==> config.mk <==
export PLATFORM = sky130hd
export DESIGN_NAME = fetch_unit
export DESIGN_NICKNAME = d
export VERILOG_FILES = /design/src/rtl/fetch_unit_pkg.sv /design/src/rtl/fetch_fifo.sv /design/src/rtl/fetch_unit.sv
export SDC_FILE = /design/constraint.sdc
export NUM_CORES = 1
export LEC_CHECK = 0
export ABC_CLOCK_PERIOD_IN_PS = 10100
export CAP_MARGIN = 5
export CORE_ASPECT_RATIO = 1.2
export CORE_MARGIN = 4
export CORE_UTILIZATION = 40
export DETAILED_ROUTE_END_ITERATION = 16
export PLACE_DENSITY = 0.75
export SKIP_CTS_REPAIR_TIMING = 1
export SLEW_MARGIN = 0
export SYNTH_ARGS = -nofsm -noshare
export SYNTH_HDL_FRONTEND = slang
export SYNTH_HIERARCHICAL = 1
export SYNTH_SLANG_ARGS = --single-unit
==> constraint.sdc <==
create_clock -name clk -period 10.1 [get_ports clk]
set_input_delay 1.01 -clock clk [delete_from_list [all_inputs] [get_ports clk]]
set_output_delay 1.01 -clock clk [all_outputs]
set_load 0.1 [all_outputs]
==> src/rtl/fetch_unit_pkg.sv <==
// Shared front-end definitions: ALU/op-type encodings, fetch constants,
// fetch state and the instruction-buffer entry layout.
package fetch_unit_pkg;

    typedef enum logic [3:0] {
        ALU_ADD, ALU_SUB, ALU_SLL, ALU_SLT, ALU_SLTU,
        ALU_XOR, ALU_SRL, ALU_SRA, ALU_OR,  ALU_AND
    } alu_op_t;

    typedef enum logic [2:0] {
        OP_ALU, OP_ALUI, OP_LOAD, OP_STORE, OP_BRANCH, OP_JUMP, OP_SYSTEM
    } op_type_t;

    // addi x0, x0, 0
    localparam logic [31:0] INST_NOP         = 32'h0000_0013;
    localparam logic [31:0] DEFAULT_RESET_PC = 32'h0000_0000;

    typedef enum logic {
        FETCH_RUN,
        FETCH_HALTED
    } fetch_state_t;

    typedef struct packed {
        logic [31:0] pc;
        logic [31:0] inst;
    } fetch_entry_t;

    // Word-align an address (mask form so every input bit is consumed).
    function automatic logic [31:0] align_pc(input logic [31:0] a);
        return a & 32'hFFFF_FFFC;
    endfunction

endpackage

==> src/rtl/fetch_fifo.sv <==
// Instruction buffer: DEPTH-entry FIFO of {pc, inst}. Push on a full buffer
// is accepted when a pop happens in the same cycle. Flush empties it.
module fetch_fifo
    import fetch_unit_pkg::*;
#(
    parameter int DEPTH = 2
) (
    input  logic                         clk,
    input  logic                         rst_n,
    input  logic                         push,
    input  logic                         pop,
    input  logic                         flush,
    input  fetch_entry_t                 din,
    output fetch_entry_t                 dout,
    output logic [$clog2(DEPTH+1)-1:0]   count,
    output logic                         full,
    output logic                         empty
);
    localparam int AW = $clog2(DEPTH);
    localparam int CW = $clog2(DEPTH + 1);

    fetch_entry_t   mem [DEPTH];
    logic [AW-1:0]  wr_ptr;
    logic [AW-1:0]  rd_ptr;
    logic           do_push;
    logic           do_pop;

    assign empty   = (count == '0);
    assign full    = (count == CW'(DEPTH));
    assign do_pop  = pop && !empty;
    assign do_push = push && (!full || do_pop);
    assign dout    = mem[rd_ptr];

    // Entry storage; contents are only observed when count says they are valid.
    always_ff @(posedge clk) begin
        if (do_push && !flush) mem[wr_ptr] <= din;
    end

    // Pointers and occupancy; flush wins over any same-cycle push/pop.
    always_ff @(posedge clk or negedge rst_n) begin
        if (!rst_n) begin
            wr_ptr <= '0;
            rd_ptr <= '0;
            count  <= '0;
        end else if (flush) begin
            wr_ptr <= '0;
            rd_ptr <= '0;
            count  <= '0;
        end else begin
            if (do_push) wr_ptr <= wr_ptr + AW'(1);
            if (do_pop)  rd_ptr <= rd_ptr + AW'(1);
            count <= count + CW'(do_push) - CW'(do_pop);
        end
    end

endmodule

==> src/rtl/fetch_unit.sv <==
// Fetch unit: issues sequential word reads to a one-cycle-latency instruction
// memory, buffers returned words with their PCs and hands them to the decoder.
// Handles redirect (flush + restart) and halt (stop fetching, drain buffer).
module fetch_unit
    import fetch_unit_pkg::*;
#(
    parameter logic [31:0] RESET_PC = DEFAULT_RESET_PC,
    parameter int          DEPTH    = 2
) (
    input  logic        clk,
    input  logic        rst_n,
    output logic        imem_req,
    output logic [31:0] imem_addr,
    input  logic [31:0] imem_rdata,
    output logic        dec_valid,
    input  logic        dec_ready,
    output logic [31:0] dec_inst,
    output logic [31:0] dec_pc,
    input  logic        redirect,
    input  logic [31:0] redirect_pc,
    input  logic        halt
);
    localparam int CW = $clog2(DEPTH + 1);

    fetch_state_t   state_q;
    logic [31:0]    pc_q;
    logic [31:0]    req_pc_q;
    logic           inflight_q;
    logic           req_epoch_q;
    logic           epoch_q;

    logic           pop;
    logic           push;
    logic           resp_ok;
    logic [CW:0]    occ;
    logic [CW-1:0]  fifo_count;
    logic           fifo_full;
    logic           fifo_empty;
    fetch_entry_t   fifo_din;
    fetch_entry_t   fifo_dout;

    // Occupancy counts the outstanding read so a response always has a slot.
    assign pop       = dec_valid && dec_ready;
    assign occ       = {1'b0, fifo_count} + {{CW{1'b0}}, inflight_q} - {{CW{1'b0}}, pop};
    assign imem_req  = rst_n && (state_q == FETCH_RUN) && !redirect && (occ < (CW+1)'(DEPTH));
    assign imem_addr = pc_q;

    // A response is kept only if it belongs to the current epoch and no flush is happening.
    assign resp_ok  = inflight_q && (req_epoch_q == epoch_q) && !redirect;
    assign push     = resp_ok && (!fifo_full || pop);
    assign fifo_din = '{pc: req_pc_q, inst: imem_rdata};

    assign dec_valid = !fifo_empty;
    assign dec_inst  = fifo_empty ? INST_NOP : fifo_dout.inst;
    assign dec_pc    = fifo_empty ? 32'h0    : fifo_dout.pc;

    // Run/halt control; redirect always restarts fetching and beats halt.
    always_ff @(posedge clk or negedge rst_n) begin
        if (!rst_n) begin
            state_q <= FETCH_RUN;
        end else begin
            case (state_q)
                FETCH_RUN:    if (!redirect && halt) state_q <= FETCH_HALTED;
                FETCH_HALTED: if (redirect)          state_q <= FETCH_RUN;
                default:                             state_q <= FETCH_RUN;
            endcase
        end
    end

    // PC, in-flight tracking and epoch; redirect reloads PC and retires the old epoch.
    always_ff @(posedge clk or negedge rst_n) begin
        if (!rst_n) begin
            pc_q        <= RESET_PC;
            req_pc_q    <= '0;
            inflight_q  <= 1'b0;
            req_epoch_q <= 1'b0;
            epoch_q     <= 1'b0;
        end else begin
            inflight_q <= imem_req;
            if (imem_req) begin
                req_pc_q    <= pc_q;
                req_epoch_q <= epoch_q;
            end
            if (redirect) begin
                pc_q    <= align_pc(redirect_pc);
                epoch_q <= ~epoch_q;
            end else if (imem_req) begin
                pc_q <= pc_q + 32'd4;
            end
        end
    end

    fetch_fifo #(.DEPTH(DEPTH)) u_fifo (
        .clk   (clk),
        .rst_n (rst_n),
        .push  (push),
        .pop   (pop),
        .flush (redirect),
        .din   (fifo_din),
        .dout  (fifo_dout),
        .count (fifo_count),
        .full  (fifo_full),
        .empty (fifo_empty)
    );

endmodule

==> flow_summary.yaml <==
pwr:
  powerDensity_mw_per_mm2: 172
  leakagePower_nw: 4.04
  p_total_mw: 1.88
  vdd_ir_drop_max_v: 0.000108
timing:
  finalCritPeriodShare_pct: 65.7
  clock_skew_ns: 0.0141
  drv_slew: 0
  period_needed_ns: 6.63
  max_freq_ghz: 0.151
  fin_tns_setup_ns: 0
  rsz0062_at_grt: "false"
  maxSlewHeadroom_pct: 28.1
  tightestPinTransition_ns: 1.08
  whs_ns: 0.471
  hold_viol_final: 0
  setup_viol: 0
critical_path:
  crit_required_ns: 9.09
  cp_cell_sequence: "nor2_4, buf_4, nor2b_1, ha_1, nand2b_1, fa_1, nand2_1, or4_4, inv_2, buf_4, clkdlybuf4s50_1"
  cp-start-kind: "flip-flop"
  worst-r2r-setup-slack_ns: 5.23
  crit_cells: 11
  worstSetupStartpoint: "u_fifo/count[1]"
  reg2reg_from: "u_fifo/count[1]"
  cp-endpoint: "imem_req"
  rr_worst_depth: 14
  end_kind: "output port"
  cpMaxStageDelayCell: "clkdlybuf4s50_1"
  crit_family: "buffers and inverters"
  cp_num_buf_inv: 4
  cp_max_fo: 69
  path_common_cell: "buf_4"
  rr_endpoint: "imem_addr[21]"
  worstPathArrival_ns: 5.62
  max_stage_delay_ns: 1.23
  crit_type: "flip-flop to output port"
grt:
  overflow: 0
  grt_max_degree: 70
  grt.total_usage_pct: 15.6
  grt_pass1_vias: 5539
  antenna_found_initial: 0
  grt_pass1_wl_um: 29300
cells_and_area:
  final_layout_size_suffix_gt1_share_pct: 8.44
  area_delta_synth_final_pct: 28.6
  final_cells: 1111
  diodes: 0
  fin_nets: 901
  final_util_pct: 52.1
logic_synthesis:
  synth_area_leader_cell: "edfxtp_1"
  yosysMostFrequentCell: "edfxtp_1"
  async_flop_share_pct: 34.7
  ys_top_cells_by_area: "edfxtp_1 (45%), dfrtp_1 (20%), mux2_1 (6.8%)"
  synth_top_area_share_pct: 45.2
  synth_area_mm2: 0.00851
  avgSynthCellArea_um2: 12.7
  ys_top_cells_by_count: "edfxtp_1 (128), nand2_1 (122), dfrtp_1 (68)"
  synth-edff-count: 128
  yosysSeqAreaShare_pct: 65.2
  synth_ff_type: "edfxtp_1"
  ys_types: 52
  synth_seq_cells: 196
  ys_warn_count: 6
  synthCells: 668
die:
  io_pins: 167
  rows: 58
  die_area_mm2: 0.0237
  core_mm2: 0.0210
  initial_core_util_pct: 40.6
  die_h_um: 168
  chipWidth_um: 141
outcome:
  status: "finished, final reports clean"
clock_tree:
  cts.clk_slew.worst_paths_ns: 0.07
  cts_buffers: 17
  cts.sinks: 196
  cts_tree: "built"
  h-tree-depth: 4
  clockRootBuffer: "clkbuf_16"
  clk_latency_ns: 0.43
  clockBufferDepth: 2
placed_design:
  placedCellCount: 1079
  hpwl_um: 11900
  port-buffer-count: 162
  gp_congestion: 0.822
detailed_routing:
  wl_per_cell_um: 16.3
  ant_nets: 0
  first_pass_iters: 5
  drcViolationCount: 0
  drtIter0Drc: 312
  wl_um: 18200
  vias: 5584
  viasPerCell: 5.03
min_path:
  hold-path-cell-count: 0
  hp-class: "flip-flop to flip-flop"
flow_run:
  max_cap_violations: 0
## power by group
group	switching [mW]	total, mW	leakage (nW)	internal, mW
Combinational	0.179	0.259	1.75	0.0806
Sequential	0.0483	0.966	2.01	0.917
Clock	0.291	0.660	0.283	0.369
Total	0.518	1.88	4.04	1.37
## cell type report
cell class                 instances  area [µm²]
sequential                       196        5550
clock inverter                    14         150
inverter                          12        45.0
tap                              270         338
multi-input combinational        428        2730
fill                            1852       10000
clock buffer                      18         429
timing repair buffer             173        1700
## flip-flops by register name, indices dropped and copies added (netlist names)
name           flops
state_q            1
epoch_q            1
u_fifo/count       2
u_fifo/rd_ptr      1
req_epoch_q        1
u_fifo/mem       128
req_pc_q          30
u_fifo/wr_ptr      1
imem_addr         30
inflight_q         1
## worst min path at each step
stage                       startpoint                 to
final                     req_pc_q[23]  u_fifo/mem[0][55]
after global routing      req_pc_q[21]  u_fifo/mem[1][53]
after CTS                 req_pc_q[10]  u_fifo/mem[1][42]
after detailed placement  req_pc_q[10]  u_fifo/mem[1][42]
after global placement    req_pc_q[17]  u_fifo/mem[0][49]
after floorplan            req_pc_q[2]  u_fifo/mem[0][34]
## cells in the final DEF (no fill, tap or decap), types with 6 or more instances in the layout
cell type,Yosys,layout
clkdlybuf4s50_1,0,161
edfxtp_1,128,128
nand2_1,122,122
dfrtp_1,68,67
nor2b_1,65,65
mux2_1,51,51
nor2_1,25,24
nand3_1,19,19
clkbuf_16,0,17
o21ai_0,15,15
mux2_2,14,14
nand4_1,13,13
buf_4,3,11
inv_1,10,10
o21ai_1,9,9
o211ai_1,8,8
nor3_1,7,6
a21oi_1,6,6
o311ai_1,6,6
conb_1,1,6
## kinds of logic after synthesis
logic type / Yosys count / synth area share [%]
buffers and inverters: 49 / 3.18
other: 1 / 0.0441
xor gates and xnor gates: 7 / 0.721
DFF: 196 / 65.2
AOI/OAI and AO/OA: 67 / 5.22
muxes: 68 / 9.02
and+or+nand+nor: 276 / 15.9
adders and majority gates: 4 / 0.677
## layer usage
layer / up-vias / track usage (%) / wire length, µm
li1: 2700 / - / -
met4: 0 / 5.39 / 289
met3: 19 / 2.77 / 903
met2: 169 / 25.9 / 8900
met1: 2696 / 20.7 / 8060
met5: - / 0 / 0
## per-stage QoR
step	cell area (µm²)	setup WS, ns
global placement	10400	3.53
detailed placement	10400	3.52
floorplan	8520	3.01
CTS	10900	3.38
global route	10900	3.08
finish	10900	3.47
(Power assumes the default switching activity.)
